### src/rtl/nano_cpu_pkg.sv
// Shared nano-cpu definitions: ADD/ADDI encodings, sequencer state and trap
// cause enums, and the legality check used by the instruction sequencer.
package nano_cpu_pkg;

    localparam logic [6:0] OPC_OP     = 7'b0110011;
    localparam logic [6:0] OPC_OP_IMM = 7'b0010011;
    localparam logic [2:0] F3_ADD     = 3'b000;
    localparam logic [6:0] F7_ADD     = 7'b0000000;

    typedef enum logic [2:0] {
        ST_IDLE   = 3'd0,
        ST_FETCH  = 3'd1,
        ST_DECODE = 3'd2,
        ST_ISSUE  = 3'd3,
        ST_WAIT   = 3'd4,
        ST_HALT   = 3'd5
    } seq_state_e;

    typedef enum logic [1:0] {
        TRAP_NONE        = 2'd0,
        TRAP_ILLEGAL     = 2'd1,
        TRAP_ALU_TIMEOUT = 2'd2,
        TRAP_PC_OVERFLOW = 2'd3
    } trap_cause_e;

    // Only ADD (R-type) and ADDI (I-type) are executable on this datapath.
    function automatic logic is_legal_instr(input logic [31:0] instr);
        logic is_add;
        logic is_addi;
        is_add  = (instr[6:0] == OPC_OP) && (instr[14:12] == F3_ADD) &&
                  (instr[31:25] == F7_ADD);
        is_addi = (instr[6:0] == OPC_OP_IMM) && (instr[14:12] == F3_ADD);
        return is_add || is_addi;
    endfunction

endpackage

### src/rtl/instr_sequencer.sv
// Multi-cycle fetch/decode/issue/wait sequencer for the nano-cpu execute path.
// Handshake: alu_in_valid is a one-cycle issue pulse in ISSUE; the ALU answers
// with alu_out_valid L>=1 cycles later, which is only honoured while in WAIT.
module instr_sequencer
    import nano_cpu_pkg::*;
#(
    parameter int IMEM_DEPTH  = 1024,
    parameter int ALU_TIMEOUT = 16
) (
    input  logic                          clk,
    input  logic                          rst,
    input  logic                          start,
    input  logic                          stop,
    output logic [$clog2(IMEM_DEPTH)-1:0] imem_addr,
    input  logic [31:0]                   imem_data,
    output logic [31:0]                   instr,
    output logic                          alu_in_valid,
    input  logic                          alu_out_valid,
    output logic                          rf_we,
    output logic [31:0]                   pc,
    output logic [31:0]                   retired,
    output logic                          halted,
    output logic [1:0]                    trap,
    output logic [2:0]                    state_dbg
);

    localparam int AW  = $clog2(IMEM_DEPTH);
    localparam int WCW = $clog2(ALU_TIMEOUT) + 1;
    localparam logic [31:0]    PC_LAST   = 32'(IMEM_DEPTH - 1);
    localparam logic [WCW-1:0] WAIT_LAST = WCW'(ALU_TIMEOUT - 1);

    seq_state_e     state_q;
    trap_cause_e    trap_q;
    logic [31:0]    pc_q, pc_d;
    logic [31:0]    instr_q;
    logic [31:0]    retired_q, retired_d;
    logic [WCW-1:0] wait_cnt_q, wait_cnt_d;
    logic           halted_q;
    logic           instr_legal;
    logic           done;

    assign instr_legal = is_legal_instr(instr_q);
    assign done        = (state_q == ST_WAIT) && alu_out_valid;
    assign pc_d        = pc_q + 32'd1;
    assign retired_d   = retired_q + 32'd1;
    assign wait_cnt_d  = wait_cnt_q + WCW'(1);

    always_ff @(posedge clk or posedge rst) begin
        if (rst) begin
            state_q    <= ST_IDLE;
            trap_q     <= TRAP_NONE;
            pc_q       <= '0;
            instr_q    <= '0;
            retired_q  <= '0;
            wait_cnt_q <= '0;
            halted_q   <= 1'b0;
        end else begin
            case (state_q)
                ST_IDLE: begin
                    if (start) state_q <= ST_FETCH;
                end
                ST_FETCH: begin
                    state_q <= ST_DECODE;
                end
                ST_DECODE: begin
                    instr_q <= imem_data;
                    state_q <= ST_ISSUE;
                end
                ST_ISSUE: begin
                    if (instr_legal) begin
                        wait_cnt_q <= '0;
                        state_q    <= ST_WAIT;
                    end else begin
                        trap_q   <= TRAP_ILLEGAL;
                        halted_q <= 1'b1;
                        state_q  <= ST_HALT;
                    end
                end
                ST_WAIT: begin
                    // A result on the last allowed cycle beats the watchdog.
                    if (alu_out_valid) begin
                        retired_q <= retired_d;
                        if (pc_q == PC_LAST) begin
                            trap_q   <= TRAP_PC_OVERFLOW;
                            halted_q <= 1'b1;
                            state_q  <= ST_HALT;
                        end else begin
                            pc_q    <= pc_d;
                            state_q <= stop ? ST_IDLE : ST_FETCH;
                        end
                    end else if (wait_cnt_q == WAIT_LAST) begin
                        trap_q   <= TRAP_ALU_TIMEOUT;
                        halted_q <= 1'b1;
                        state_q  <= ST_HALT;
                    end else begin
                        wait_cnt_q <= wait_cnt_d;
                    end
                end
                ST_HALT: begin
                    state_q <= ST_HALT;
                end
                default: begin
                    state_q <= ST_IDLE;
                end
            endcase
        end
    end

    assign imem_addr    = pc_q[AW-1:0];
    assign instr        = instr_q;
    assign alu_in_valid = (state_q == ST_ISSUE) && instr_legal;
    // x0 is hardwired to zero, so its write is suppressed here.
    assign rf_we        = done && (instr_q[11:7] != 5'd0);
    assign pc           = pc_q;
    assign retired      = retired_q;
    assign halted       = halted_q;
    assign trap         = trap_q;
    assign state_dbg    = state_q;

endmodule

### config.mk
export PLATFORM = sky130hd
export DESIGN_NAME = instr_sequencer
export DESIGN_NICKNAME = d
export VERILOG_FILES = /design/src/rtl/nano_cpu_pkg.sv /design/src/rtl/instr_sequencer.sv
export SDC_FILE = /design/constraint.sdc
export NUM_CORES = 1
export LEC_CHECK = 0
export CAP_MARGIN = 20
export CORE_MARGIN = 4
export CORE_UTILIZATION = 41
export DETAILED_ROUTE_END_ITERATION = 8
export PLACE_DENSITY = 0.78
export SLEW_MARGIN = 30
export SYNTH_ARGS = -nofsm -noshare
export SYNTH_HDL_FRONTEND = slang
export SYNTH_SLANG_ARGS = --single-unit
### constraint.sdc
create_clock -name clk -period 9.08 [get_ports clk]
set_input_delay 0.908 -clock clk [delete_from_list [all_inputs] [get_ports clk]]
set_output_delay 0.908 -clock clk [all_outputs]
set_load 0.02 [all_outputs]
==> impl_metrics.toml <==
[critical_path]
slowest_delay_ns = 0.66
critPathCaptureType = "output port"
slowest_stage = "clkdlybuf4s50_1"
start_kind = "input port"
path_max_fanout = 13
cp_cell_sequence = "clkdlybuf4s50_1 > nand4bb_1 > a21oi_1 > clkdlybuf4s50_1"
cp.required_ns = 8.17
cp.arrival_ns = 3.12
crit_type = "input port to output port"
cp_common_cell = "clkdlybuf4s50_1"

[finish]
fillers = 988
fin_nets = 614
drive_gt1_share_pct = 10.9
area_growth_pct = 38.3
design_area_mm2 = 0.00682
antennaDiodeCount = 0

[power]
p_seq_share_pct = 51.3
power_frac_clock_pct = 45.9
power_leakage_nw = 3.05
max-vdd-ir-drop_mv = 0.164
powerDensity_mw_per_mm2 = 136
switching_share_pct = 19.7
power.net_switching_uw = 183
pwr-share-comb_pct = 2.8
internal_power_uw = 746

[placement]
place.gp.congestion = 0.777
placed_area_mm2 = 0.00649
portBuffers = 150
place_hpwl_um = 8520

[global_route]
first_global_vias = 3956
antenna_found_initial = 0
grt_pass1_wl_um = 20000
overflow = 0
grt_max_degree = 85
grt_usage_pct = 17.4

[timing]
slew_violations = 0
slew-limit-headroom_pct = 49.4
fin_crit_sh_pct = 44.4
period_needed_ns = 4.03
setup_viol = 0
fmax_mhz = 248
worst_pin_slew_ns = 0.753
setup-tns-final_ns = 0
rsz0062_at_grt = "false"
skew_ns = 0.00457
hold_viol = 0

[floorplan]
rows = 39
die-height_um = 118
ios = 151
initial_utilization_pct = 42.5
core_area_mm2 = 0.0116
dieArea_mm2 = 0.0138
die_width_um = 118

[logic_synthesis]
ys_ff_latch = 107
ys_seq_area_share_pct = 54.3
ys_warn_count = 0
synth_edf_count = 0
yosysTopAreaCellShare_pct = 54.3
yosys.area.top_type = "dfrtp_1"
async_reset_ff_share_pct = 100
netlist_instances = 433
yosysMostFrequentCell = "dfrtp_1"
synth_flop_cell = "dfrtp_1"
synthTopCellsByArea = "dfrtp_1, mux2_2, xnor2_1, xor2_1, nor2_1"
yosysUniqueCellTypes = 56
syn_area_per_cell_um2 = 11.4
syn_nets = 474
syn_area_mm2 = 0.00493
synth_commonest_cells = "dfrtp_1, nor2_1, mux2_2, xnor2_1"

[drt]
drc = 0
routed_wl_um = 11600
postRouteAntennaNets = 0
dr_total_vias = 3759
firstDrtPassIters = 4
routedWlPerCell_um = 16.0
first_iter_violations = 260
viasPerCell = 5.21

[clocking]
numCtsBuffers = 9
cts.sinks = 107
clkLatencyLatePin_ns = 0.35
post-cts-setup-buffer-count = 0
cts_tree = "done"
htree_levels = 3
cts-root-buf = "clkbuf_16"
clkTransAtPathRegs_ns = 0.07
cts_buffer_depth = 2
postCtsHoldBufs = 0
cts_resized = 0

[status]
outcome = "finished clean"

[hold_path]
holdCritPathClass = "register to register"

[run]
max_cap_violations = 0
[path summary, 6_finish.rpt]
kind	start	to	slack [ns]	depth (start not counted)
setup reg to reg	state_dbg[0]	retired[27]	6.49	5
hold reg to reg	retired[31]	retired[31]	0.49	1
setup / recovery	alu_out_valid	rf_we	5.05	4
min in group asynchronous	rst	instr[23]	0.87	2
max in group asynchronous	rst	instr[11]	7.18	3
hold / removal	retired[31]	retired[31]	0.49	1
[power by group through the flow]
stage	clock network (mW)	logic (mW)	registers [mW]
2_1_floorplan	0	0.00824	0.486
3_3_place_gp	0	0.0261	0.486
3_5_place_dp	0	0.0269	0.486
4_1_cts	0.438	0.0270	0.477
5_1_grt	0.459	0.0290	0.477
6_report	0.426	0.0258	0.477
[cell type report]
cell class / count / area [um2] / share of cell area [%]
Inverter: 13 / 51.3 / 0.752
Multi-Input combinational cell: 290 / 2060 / 30.3
Clock buffer: 11 / 253 / 3.71
Timing Repair Buffer: 152 / 1520 / 22.3
Sequential cell: 107 / 2680 / 39.3
Clock inverter: 5 / 75.1 / 1.10
Tap cell: 143 / 179 / 2.62
[through the flow]
stage	power [mW]	cells	setup WS, ns	util [%]	hold slack [ns]
6_report	0.929	721	5.05	58.7	0.488
5_1_grt	0.965	721	4.87	58.7	0.502
4_1_cts	0.941	721	5.01	58.7	0.485
3_5_place_dp	0.513	705	5.01	55.9	0.473
3_3_place_gp	0.512	705	5.10	55.9	0.471
2_1_floorplan	0.494	433	5.35	-	0.488
[worst max-delay path: cells and delay by family]
kind | cells | cell delay [ns]
compound gates | 1 | 0.31
buf+inv | 2 | 1.32
simple gates | 1 | 0.58
[state kept, by name (all words and copies together), names as in the netlist]
register and cells:
instr 32, trap 2, state_dbg 3, wait_cnt_q 5, retired 32, pc 32
halted 1
[kinds of logic after synthesis]
| group | after synthesis | share of synthesized area (%) |
|---|---|---|
| buf+inv | 36 | 3.88 |
| fa+ha+maj | 4 | 1.02 |
| xor+xnor | 60 | 10.7 |
| compound gates | 25 | 3.35 |
| mux | 34 | 7.74 |
| simple gates | 167 | 19.1 |
| flops | 107 | 54.3 |
[layout by cell type (no fill, tap or decap), types with 6 or more instances in the layout]
cell | netlist | routed
nor4_1 | 9 | 9
mux2_2 | 32 | 32
nor3_1 | 14 | 14
and3_1 | 6 | 6
xnor2_1 | 32 | 32
a21oi_1 | 7 | 7
nand2_1 | 28 | 28
xor2_1 | 28 | 28
inv_1 | 13 | 12
nand4_1 | 16 | 16
clkdlybuf4s50_1 | 0 | 150
clkbuf_16 | 0 | 9
dfrtp_1 | 107 | 107
nor2_1 | 36 | 35
nand3_1 | 20 | 20
[per-layer routing]
| metal | share of wire [%] | track usage, % | vias up |
|---|---|---|---|
| met4 | 0.95 | 4.18 | 0 |
| li1 | - | - | 1786 |
| met2 | 48 | 27.6 | 117 |
| met5 | 0 | 0 | - |
| met3 | 7.1 | 7.06 | 7 |
| met1 | 44 | 22.4 | 1849 |
Power figures use the tool's default switching activity.
